--- src/rtl/mag_cmp_pipe.sv ---
// mag_cmp_pipe
// Two-stage pipelined magnitude comparator. One of N_CH packed channel
// operands (A) is compared against a threshold (B) in one of four modes.
// The result and the originating channel index come out two cycles after
// the beat is accepted.
//
// Stage S1 registers the selected operand, threshold, carry, mode and
// channel. Stage S2 registers the compare result and channel, and drives
// the outputs. Both stages advance together whenever the output register
// is empty or being drained. This means a stall at the output freezes the
// whole pipe.
//
// Parameters
//   W          operand width (2..32)
//   N_CH       number of channels, power of two (2..16)
//   SIGNED_CMP 1 = two's-complement compare, 0 = unsigned compare
//
// Ports
//   clk        clock, all flops on posedge
//   rst_n      asynchronous active-low reset
//   in_valid   input beat present
//   in_ready   block accepts the beat this cycle
//   ch_data    packed operands, channel k at [k*W +: W]
//   ch_sel     selects operand A
//   thr        threshold operand B
//   cin        tie-break carry, used only in GT mode
//   cmp_mode   00 GT, 01 GE, 10 LT, 11 EQ
//   out_valid  result beat present
//   out_ready  downstream accepts the result
//   out_hit    compare result
//   out_ch     ch_sel of the beat that produced the result
//   hit_cnt    saturating count of delivered hits
//
// Build option
//   MAG_CMP_HIT_CNT_EN  when defined, hit_cnt counts delivered hits and
//                       saturates at 255. When undefined, hit_cnt is tied
//                       to zero and no counter flops exist.

module mag_cmp_pipe #(
    parameter int W          = 8,
    parameter int N_CH       = 4,
    parameter int SIGNED_CMP = 0
) (
    input  logic                    clk,
    input  logic                    rst_n,
    input  logic                    in_valid,
    output logic                    in_ready,
    input  logic [N_CH*W-1:0]       ch_data,
    input  logic [$clog2(N_CH)-1:0] ch_sel,
    input  logic [W-1:0]            thr,
    input  logic                    cin,
    input  logic [1:0]              cmp_mode,
    output logic                    out_valid,
    input  logic                    out_ready,
    output logic                    out_hit,
    output logic [$clog2(N_CH)-1:0] out_ch,
    output logic [7:0]              hit_cnt
);

    localparam int SEL_W = $clog2(N_CH);

    typedef enum logic [1:0] {
        MODE_GT = 2'b00,
        MODE_GE = 2'b01,
        MODE_LT = 2'b10,
        MODE_EQ = 2'b11
    } cmp_mode_t;

    // Stage 1 registers
    logic             s1_valid;
    logic [W-1:0]     s1_a;
    logic [W-1:0]     s1_b;
    logic             s1_cin;
    cmp_mode_t        s1_mode;
    logic [SEL_W-1:0] s1_ch;

    // Stage 2 registers (these drive the outputs directly)
    logic             s2_valid;
    logic             s2_hit;
    logic [SEL_W-1:0] s2_ch;

    logic             en;
    logic [W-1:0]     a_sel;
    logic             a_gt;
    logic             a_eq;
    logic             hit_next;

    // A single advance enable keeps both stages in lock-step. Holding S1
    // while S2 is stalled is what prevents beats from being lost.
    assign en       = !s2_valid || out_ready;
    assign in_ready = en;

    // Operand mux. A compare loop is used instead of a variable part-select
    // so that all index widths stay exact. Because N_CH is a power of two,
    // every ch_sel value maps to a real channel.
    always_comb begin
        a_sel = '0;
        for (int k = 0; k < N_CH; k++) begin
            if (ch_sel == SEL_W'(k)) begin
                a_sel = ch_data[k*W +: W];
            end
        end
    end

    always_ff @(posedge clk or negedge rst_n) begin
        if (!rst_n) begin
            s1_valid <= 1'b0;
            s1_a     <= '0;
            s1_b     <= '0;
            s1_cin   <= 1'b0;
            s1_mode  <= MODE_GT;
            s1_ch    <= '0;
        end else if (en) begin
            s1_valid <= in_valid;
            s1_a     <= a_sel;
            s1_b     <= thr;
            s1_cin   <= cin;
            s1_mode  <= cmp_mode_t'(cmp_mode);
            s1_ch    <= ch_sel;
        end
    end

    // Greater-than and equality are the only primitives needed. The other
    // modes are derived from these two, so signedness is decided once here.
    always_comb begin
        a_eq = (s1_a == s1_b);
        if (SIGNED_CMP != 0) begin
            a_gt = ($signed(s1_a) > $signed(s1_b));
        end else begin
            a_gt = (s1_a > s1_b);
        end
    end

    always_comb begin
        hit_next = 1'b0;
        unique case (s1_mode)
            MODE_GT: hit_next = a_gt || (a_eq && s1_cin);
            MODE_GE: hit_next = a_gt || a_eq;
            MODE_LT: hit_next = !a_gt && !a_eq;
            MODE_EQ: hit_next = a_eq;
            default: hit_next = 1'b0;
        endcase
    end

    always_ff @(posedge clk or negedge rst_n) begin
        if (!rst_n) begin
            s2_valid <= 1'b0;
            s2_hit   <= 1'b0;
            s2_ch    <= '0;
        end else if (en) begin
            s2_valid <= s1_valid;
            s2_hit   <= hit_next;
            s2_ch    <= s1_ch;
        end
    end

    assign out_valid = s2_valid;
    assign out_hit   = s2_hit;
    assign out_ch    = s2_ch;

`ifdef MAG_CMP_HIT_CNT_EN
    logic [7:0] hit_cnt_q;

    // Count only hits that are actually handed downstream, so a stalled
    // result is not counted more than once.
    always_ff @(posedge clk or negedge rst_n) begin
        if (!rst_n) begin
            hit_cnt_q <= 8'd0;
        end else if (s2_valid && out_ready && s2_hit && (hit_cnt_q != 8'hFF)) begin
            hit_cnt_q <= hit_cnt_q + 8'd1;
        end
    end

    assign hit_cnt = hit_cnt_q;
`else
    assign hit_cnt = 8'd0;
`endif

endmodule

--- config.mk ---
export PLATFORM = sky130hd
export DESIGN_NAME = mag_cmp_pipe
export DESIGN_NICKNAME = d
export VERILOG_FILES = /design/src/rtl/mag_cmp_pipe.sv
export SDC_FILE = /design/constraint.sdc
export NUM_CORES = 1
export LEC_CHECK = 0
export BUFFER_PORTS_ARGS = -buffer_cell sky130_fd_sc_hd__buf_4
export CELL_PAD_IN_SITES_DETAIL_PLACEMENT = 2
export CELL_PAD_IN_SITES_GLOBAL_PLACEMENT = 2
export CORE_MARGIN = 1
export CORE_UTILIZATION = 24
export CTS_CLUSTER_DIAMETER = 40
export DETAILED_ROUTE_END_ITERATION = 8
export GPL_TIMING_DRIVEN = 0
export HOLD_SLACK_MARGIN = 0.05
export PLACE_DENSITY_LB_ADDON = 0.1
export SLEW_MARGIN = 40
export SYNTH_ARGS = -nofsm -noshare
export SYNTH_HDL_FRONTEND = slang
export SYNTH_SLANG_ARGS = --single-unit
--- constraint.sdc ---
create_clock -name clk -period 1.5 [get_ports clk]
set_input_delay 0.075 -clock clk [delete_from_list [all_inputs] [get_ports clk]]
set_output_delay 0.075 -clock clk [all_outputs]
set_load 0.01 [all_outputs]
==> results of run 1 <==
==> worst paths after layout <==
kind | start | to | slack [ns] | depth (start not counted)
min in group asynchronous | rst_n | s1_b[7] | 0.24 | 2
worst min register to register | out_ch[0] | out_ch[0] | 0.48 | 2
worst max register to register | s1_a[1] | out_hit | -0.04 | 6
worst min-delay path | ch_sel[0] | s1_ch[0] | 0.07 | 3
max in group asynchronous | rst_n | s1_b[4] | 1.00 | 2
worst max-delay path | s1_a[1] | out_hit | -0.04 | 6
==> layer usage <==
metal | part of all wire | routed length, um
met2 | 0.54 | 2410
met3 | 0.049 | 218
met1 | 0.40 | 1790
met5 | 0 | 0
met4 | 0.012 | 52
==> layout make-up <==
class,instances,area [um2]
Inverter,11,43.8
Tap cell,75,93.8
Buffer,15,113
Multi-Input combinational cell,109,831
Timing Repair Buffer,72,573
Sequential cell,26,651
Clock buffer,3,41.3
Fill cell,650,3570
==> kinds of logic (layout without fill, tap and decap cells) <==
kind of cell             count (synthesis)  in the layout  synth area share
AND/OR/NAND/NOR                         68             68             0.196
flip-flops                              26             26             0.442
buffers and inverters                   26            101             0.100
AO/OA/AOI/OAI                           17             17            0.0680
adder cells (fa/ha/maj)                  8              8            0.0680
multiplexers                             8              8             0.122
other                                    1              8           0.00255
==> state kept, by name, summed over array words and instances, names as in the netlist <==
name,flops
s1_a,8
s1_b,8
out_ch,2
s1_ch,2
s1_mode,2
out_hit,1
out_valid,1
s1_cin,1
s1_valid,1
==> worst max-delay path, cell delays in order, from the launching register on <==
cell and delay, ns:
sky130_fd_sc_hd__dfrtp_1 0.40, sky130_fd_sc_hd__ha_1 0.32, sky130_fd_sc_hd__nand4_1 0.12, sky130_fd_sc_hd__or2_1 0.13
sky130_fd_sc_hd__nand2_1 0.09, sky130_fd_sc_hd__a2111oi_4 0.29, sky130_fd_sc_hd__nor3_1 0.07
==> report_power, final <==
part | switching [W] | internal, W | total [W]
logic | 0.000387 | 0.000457 | 0.000844
clock network | 0.000223 | 0.000181 | 0.000404
registers | 0.0000813 | 0.000811 | 0.000893
==> timing repair <==
item,in CTS,in global routing
pin swaps,4,11
buffers inserted,4,4
endpoints found under the hold margin,38,0
resized for setup,12,9
hold buffers,13,0
endpoints found under the setup margin,2,2
==> cell usage in the layout, fill, tap and decap left out, drive strengths merged <==
cell         synthesis  routed
buf                 14      73
nand2b               1       1
o21ai               11      11
nor2b                1       1
mux4                 8       8
nand4                2       2
nor2                 3       3
clkbuf               1       4
dlygate4sd3          0      13
dfrtp               26      26
a2111oi              1       1
ha                   8       8
o221a                1       1
inv                 11      11
or2                  1       1
a21oi                3       3
a221oi               1       1
nand2               58      58
conb                 1       8
nor3                 2       2
==> per-stage QoR <==
stage | instances | worst slack [ns]
final | 311 | -0.0403
after global routing | 311 | -0.154
after CTS | 307 | -0.0302
after detailed placement | 287 | -0.130
after global placement | 287 | -0.100
after floorplan | 161 | 0.0132
==> impl_summary.log, run 1 <==
INFO  metric yosysSeqAreaShare = 0.442
INFO  metric synth_commonest_cells = 58 x sky130_fd_sc_hd__nand2_1, 26 x sky130_fd_sc_hd__dfrtp_1, 10 x sky130_fd_sc_hd__inv_1
INFO  metric grt.met1_usage = 0.164
INFO  metric design.core.area = 5920 um2
INFO  metric worst_slack = -0.0403 ns
INFO  metric dr.first_iter.drc_count = 28
INFO  metric globalRouteMet2Util = 0.285
INFO  metric setup_repair_after_global_routing_missed_its_margin = true
INFO  metric report.final.setup_viol = 1
INFO  metric synth_top_flop_cell = sky130_fd_sc_hd__dfrtp_1
INFO  metric drc_violation_count_after_routing = 0
INFO  metric slew_violations = 0
INFO  metric fin_util = 0.396
INFO  metric first_pass_grt_wire_length = 7160 um
INFO  metric dieArea = 6450 um2
INFO  metric post_drt_via_cell_ratio = 4.37
INFO  metric fin_clk_skew = 0.00543 ns
INFO  metric rows = 28
INFO  metric run_status = finished with violations
INFO  metric ctsRootBufferMaster = sky130_fd_sc_hd__clkbuf_8
INFO  metric postLayoutCellArea = 2350 um2
INFO  metric fin_hold_ws = 0.0702 ns
INFO  metric end_kind = register
INFO  metric grt_max_degree = 27
INFO  metric synth.ff_latch_count = 26
INFO  metric report.final.hold_viol_count = 0
INFO  metric global_route.peak_usage_layer = met2
INFO  metric synth_area_leader_cell = sky130_fd_sc_hd__dfrtp_1
INFO  metric power_leakage = 1.15 nW
INFO  metric layout_min_cycle_time = 1.54 ns
INFO  metric dpl-instance-area = 2000 um2
INFO  metric gr-usage-all-layers = 0.147
INFO  metric post_drt_wl_per_cell = 14.4 um
INFO  metric cts.clk_slew.worst_paths = 0.09 ns
INFO  metric critical_path_class = register to register
INFO  metric initial_antenna_violation_count = 0
INFO  metric synth-edff-count = 0
INFO  metric detailedPlacementHpwl = 3430 um
INFO  metric die_height = 80.3 um
INFO  metric max_freq = 0.649 GHz
INFO  metric netlist_cell_types = 25
INFO  metric final_layout_size_suffix_gt1_frac = 0.453
INFO  metric worstPathMaxFanout = 2
INFO  metric htree_num_levels = 1
INFO  metric worst-endpoint-required = 1.67 ns
INFO  metric failed_checks = setup timing
INFO  metric powerDensity = 912 nW/um2
INFO  metric area_delta_synth_final = 59.4%
INFO  metric met3_demand_to_capacity_share_in_global_routing = 0.0273
INFO  metric final.period_utilization = 1.03
INFO  metric cap_violations = 0
INFO  metric synth_area = 1470 um2
INFO  metric syn_inst = 154
INFO  metric dr_pass1_iterations = 3
INFO  metric synth-async-reset-ratio = 1.00
INFO  metric fin_nets = 295
INFO  metric critical_path.startpoint_type = register
INFO  metric clk_latency = 0.28 ns
INFO  metric drtAntennaViolNets = 0
INFO  metric setup_total_negative_slack = -0.0403 ns
INFO  metric drt_wl_total = 4470 um
INFO  metric place.port_buffers = 51
INFO  metric grt_pass1_vias = 1540
INFO  metric antenna-diode-count = 0
INFO  metric synthesized_area_per_cell = 9.55 um2
INFO  metric initial_core_util = 0.249
INFO  metric clockBufferDepth = 2
INFO  metric report.power.total = 0.00214 W
INFO  metric gr-total-overflow = 0
INFO  metric hp_class = input pin to register
INFO  metric clock-sinks = 26
INFO  metric number_of_buffers_inserted_during_clock_tree_synthesis = 3
INFO  metric synth_largest_type_area_fraction = 0.442
INFO  metric most_repeated_cell_in_the_gate_level_netlist_after_synthesis = sky130_fd_sc_hd__nand2_1
INFO  metric pin_count = 62
INFO  metric tritoncts = built
INFO  metric highest_ir_drop_seen_on_vdd = 368 uV
INFO  metric crit_arrival = 1.71 ns
INFO  metric floorplan.die.width = 80.3 um
INFO  metric via_count = 1360
INFO  metric ys_top_cells_by_area = sky130_fd_sc_hd__dfrtp_1 44%, sky130_fd_sc_hd__nand2_1 15%, sky130_fd_sc_hd__mux4_2 12%
INFO  metric yosysWarnings = 0
INFO  metric routabilityCongestion = 0.720
Note: power is estimated with default switching activity, not from simulation.
==> run 2: changes to the inputs <==
--- a/config.mk
+++ b/config.mk
@@ -5,16 +5,18 @@
 export SDC_FILE = /design/constraint.sdc
 export NUM_CORES = 1
 export LEC_CHECK = 0
+export ABC_AREA = 1
 export BUFFER_PORTS_ARGS = -buffer_cell sky130_fd_sc_hd__buf_4
 export CELL_PAD_IN_SITES_DETAIL_PLACEMENT = 2
 export CELL_PAD_IN_SITES_GLOBAL_PLACEMENT = 2
-export CORE_MARGIN = 1
-export CORE_UTILIZATION = 24
+export CORE_MARGIN = 2
+export CORE_UTILIZATION = 23
 export CTS_CLUSTER_DIAMETER = 40
 export DETAILED_ROUTE_END_ITERATION = 8
 export GPL_TIMING_DRIVEN = 0
 export HOLD_SLACK_MARGIN = 0.05
 export PLACE_DENSITY_LB_ADDON = 0.1
+export RECOVER_POWER = 100
 export SLEW_MARGIN = 40
 export SYNTH_ARGS = -nofsm -noshare
 export SYNTH_HDL_FRONTEND = slang
==> impl_summary.log, run 2 <==
INFO  metric run_status = finished, final reports clean (was finished with violations)
INFO  metric dr.first_iter.drc_count = 26 (was 28)
INFO  metric critical_path_class = register to register (unchanged)
INFO  metric mostFrequentLayoutCell = sky130_fd_sc_hd__nand2_1 (was sky130_fd_sc_hd__buf_4)
INFO  metric gr-total-overflow = 0 (unchanged)
INFO  metric dr_pass1_iterations = 3 (unchanged)
INFO  metric worst-endpoint-required = 1.68 ns (was 1.67 ns)
INFO  metric number_of_buffers_inserted_during_clock_tree_synthesis = 3 (unchanged)
INFO  metric report.final.hold_viol_count = 0 (unchanged)
INFO  metric clock-sinks = 26 (unchanged)
INFO  metric reg_top3 = s1_a: 8 flops, s1_b: 8 flops (unchanged)
INFO  metric yosysWarnings = 0 (unchanged)
INFO  metric synth_largest_type_area_fraction = 0.432 (was 0.442)
INFO  metric htree_num_levels = 1 (unchanged)
INFO  metric dpl-instance-area = 2030 um2 (was 2000 um2)
INFO  metric yosysSeqAreaShare = 0.432 (was 0.442)
INFO  metric max_freq = 0.695 GHz (was 0.649 GHz)
INFO  metric syn_inst = 202 (was 154)
INFO  metric synth-edff-count = 0 (unchanged)
INFO  metric post_drt_wl_per_cell = 13.2 um (was 14.4 um)
INFO  metric most_repeated_cell_in_the_gate_level_netlist_after_synthesis = sky130_fd_sc_hd__nand2_1 (unchanged)
INFO  metric grt_max_degree = 27 (unchanged)
INFO  metric ctsRootBufferMaster = sky130_fd_sc_hd__clkbuf_8 (unchanged)
INFO  metric combined_area_of_the_multi_input_logic_cells = 833 um2 (was 831 um2)
INFO  metric worstPathMaxFanout = 2 (unchanged)
INFO  metric gr-usage-all-layers = 0.136 (was 0.147)
INFO  metric slew_violations = 0 (unchanged)
INFO  metric netlist_cell_types = 20 (was 25)
INFO  metric synth_area = 1510 um2 (was 1470 um2)
INFO  metric fin_clk_skew = 0.00144 ns (was 0.00543 ns)
INFO  metric final_layout_size_suffix_gt1_frac = 0.345 (was 0.453)
INFO  metric synthesized_area_per_cell = 7.45 um2 (was 9.55 um2)
INFO  metric design.core.area = 6350 um2 (was 5920 um2)
INFO  metric setup_total_negative_slack = 0 ns (was -0.0403 ns)
INFO  metric ys_top_cells_by_area = sky130_fd_sc_hd__dfrtp_1 43%, sky130_fd_sc_hd__nand2_1 18%, sky130_fd_sc_hd__ha_1 6.7% (was sky130_fd_sc_hd__dfrtp_1 44%, sky130_fd_sc_hd__nand2_1 15%, sky130_fd_sc_hd__mux4_2 12%)
INFO  metric routabilityCongestion = 0.749 (was 0.720)
INFO  metric rows = 29 (was 28)
INFO  metric die_height = 84.9 um (was 80.3 um)
INFO  metric slew_limit_headroom = 0.549
INFO  metric cts.clk_slew.worst_paths = 0.09 ns (about the same)
INFO  metric detailedPlacementHpwl = 3660 um (was 3430 um)
INFO  metric final.period_utilization = 0.959 (was 1.03)
INFO  metric clockBufferDepth = 2 (unchanged)
INFO  metric drtAntennaViolNets = 0 (unchanged)
INFO  metric end_kind = register (unchanged)
INFO  metric clk_latency = 0.28 ns (about the same)
INFO  metric cap_violations = 0 (unchanged)
INFO  metric postLayoutCellArea = 2350 um2 (about the same)
INFO  metric synth_top_flop_cell = sky130_fd_sc_hd__dfrtp_1 (unchanged)
INFO  metric tritoncts = built (unchanged)
INFO  metric powerDensity = 925 nW/um2 (was 912 nW/um2)
INFO  metric via_count = 1531 (was 1360)
INFO  metric drt_wl_total = 4770 um (was 4470 um)
INFO  metric pin_count = 62 (unchanged)
INFO  metric post_drt_via_cell_ratio = 4.24 (was 4.37)
INFO  metric synth-async-reset-ratio = 1.00 (unchanged)
INFO  metric crit_arrival = 1.62 ns (was 1.71 ns)
INFO  metric layout_min_cycle_time = 1.44 ns (was 1.54 ns)
INFO  metric setup_repair_after_global_routing_missed_its_margin = true (unchanged)
INFO  metric fin_nets = 342 (was 295)
INFO  metric seqCellArea = 651 um2 (unchanged)
INFO  metric grt_pass1_vias = 1737 (was 1540)
INFO  metric synth_area_leader_cell = sky130_fd_sc_hd__dfrtp_1 (unchanged)
INFO  metric initial_core_util = 0.237 (was 0.249)
INFO  metric drc_violation_count_after_routing = 0 (unchanged)
INFO  metric antenna-diode-count = 0 (unchanged)
INFO  metric power_leakage = 1.20 nW (was 1.15 nW)
INFO  metric report.final.setup_viol = 0 (was 1)
INFO  metric synth.ff_latch_count = 26 (unchanged)
INFO  metric area_delta_synth_final = 56.4% (was 59.4%)
INFO  metric dieArea = 7210 um2 (was 6450 um2)
INFO  metric first_pass_grt_wire_length = 7910 um (was 7160 um)
INFO  metric place.port_buffers = 53 (was 51)
INFO  metric highest_ir_drop_seen_on_vdd = 382 uV (was 368 uV)
INFO  metric hp_class = input pin to register (unchanged)
INFO  metric most_used_cells_in_the_layout_excluding_fill_and_tap_cells = 69 x sky130_fd_sc_hd__nand2_1, 61 x sky130_fd_sc_hd__buf_4, 26 x sky130_fd_sc_hd__dfrtp_1 (was 67 x sky130_fd_sc_hd__buf_4, 58 x sky130_fd_sc_hd__nand2_1, 26 x sky130_fd_sc_hd__dfrtp_1)
INFO  metric synth_commonest_cells = 73 x sky130_fd_sc_hd__nand2_1, 26 x sky130_fd_sc_hd__dfrtp_1, 19 x sky130_fd_sc_hd__inv_1 (was 58 x sky130_fd_sc_hd__nand2_1, 26 x sky130_fd_sc_hd__dfrtp_1, 10 x sky130_fd_sc_hd__inv_1)
INFO  metric critical_path.startpoint_type = register (unchanged)
INFO  metric report.power.total = 0.00218 W (was 0.00214 W)
INFO  metric layout.filler_cells = 741 (was 650)
INFO  metric max_slew.worst_pin.slew = 0.677 ns
INFO  metric initial_antenna_violation_count = 0 (unchanged)
INFO  metric floorplan.die.width = 84.9 um (was 80.3 um)
-- run 2: power breakdown --
| part | total [W] | internal, W | switching [W] |
|---|---|---|---|
| Clock | 0.000476 | 0.000236 | 0.000240 |
| Combinational | 0.000815 | 0.000401 | 0.000414 |
| Sequential | 0.000887 | 0.000810 | 0.0000769 |
-- run 2: cells by family after synthesis --
| logic type | Yosys count | share of synthesized area |
|---|---|---|
| compound gates | 29 | 0.108 |
| fa+ha+maj | 8 | 0.0665 |
| buf+inv | 35 | 0.115 |
| flops | 26 | 0.432 |
| other cells | 1 | 0.00249 |
| simple gates | 103 | 0.276 |
-- run 2: per-layer routing --
layer  GRT usage  routed length [um]  up-vias
met4      0.0390                  57        0
met2       0.236                2410       45
met3      0.0311                 298        5
met5           0                   0        -
met1       0.168                2010      694
li1            -                   -      787
-- run 2: layout make-up --
class / count / share of cell area
Multi-Input combinational cell: 148 / 0.354
Sequential cell: 26 / 0.276
Timing Repair Buffer: 71 / 0.233
Tap cell: 77 / 0.0409
Buffer: 14 / 0.0393
Inverter: 21 / 0.0335
Clock buffer: 4 / 0.0234
-- run 2: metrics by stage --
step	hold slack, ns	worst slack, ns	utilization	cells
2_1_floorplan	-0.221	0.140	-	209
3_3_place_gp	0.0179	0.000895	0.319	339
3_5_place_dp	0.0142	-0.00687	0.319	339
4_1_cts	0.0568	-0.0122	0.350	356
5_1_grt	0.0639	-0.0724	0.371	361
6_report	0.0593	0.0620	0.371	361
-- run 2: worst paths after layout --
| path | start | endpoint | slack, ns | cells past startpoint |
|---|---|---|---|---|
| worst max-delay path | s1_a[6] | out_hit | 0.06 | 10 |
| worst min-delay path | ch_data[24] | s1_a[0] | 0.06 | 3 |
| worst max register to register | s1_a[6] | out_hit | 0.06 | 10 |
| worst min register to register | s1_valid | out_valid | 0.47 | 2 |
| max in group asynchronous | rst_n | s1_a[2] | 0.72 | 2 |
| min in group asynchronous | rst_n | s1_b[4] | 0.36 | 2 |
-- run 2: worst max-delay path: stages, from the launching register on --
cell                      delay, ns
sky130_fd_sc_hd__dfrtp_1       0.44
sky130_fd_sc_hd__ha_4          0.29
sky130_fd_sc_hd__nand2_4       0.05
sky130_fd_sc_hd__nor2_2        0.12
sky130_fd_sc_hd__nand3_1       0.09
sky130_fd_sc_hd__nand2_1       0.07
sky130_fd_sc_hd__inv_1         0.03
sky130_fd_sc_hd__nand2_1       0.05
sky130_fd_sc_hd__nand2_1       0.05
sky130_fd_sc_hd__nor2_1        0.11
sky130_fd_sc_hd__nor2_1        0.04
-- run 2: timing repair --
action,4_1_cts,5_1_grt
buffers inserted,0,5
gates resized for setup,1,24
cloned,0,0
setup endpoints to repair,1,2
endpoints found under the hold margin,38,0
pin swaps,4,11
hold buffers,13,0
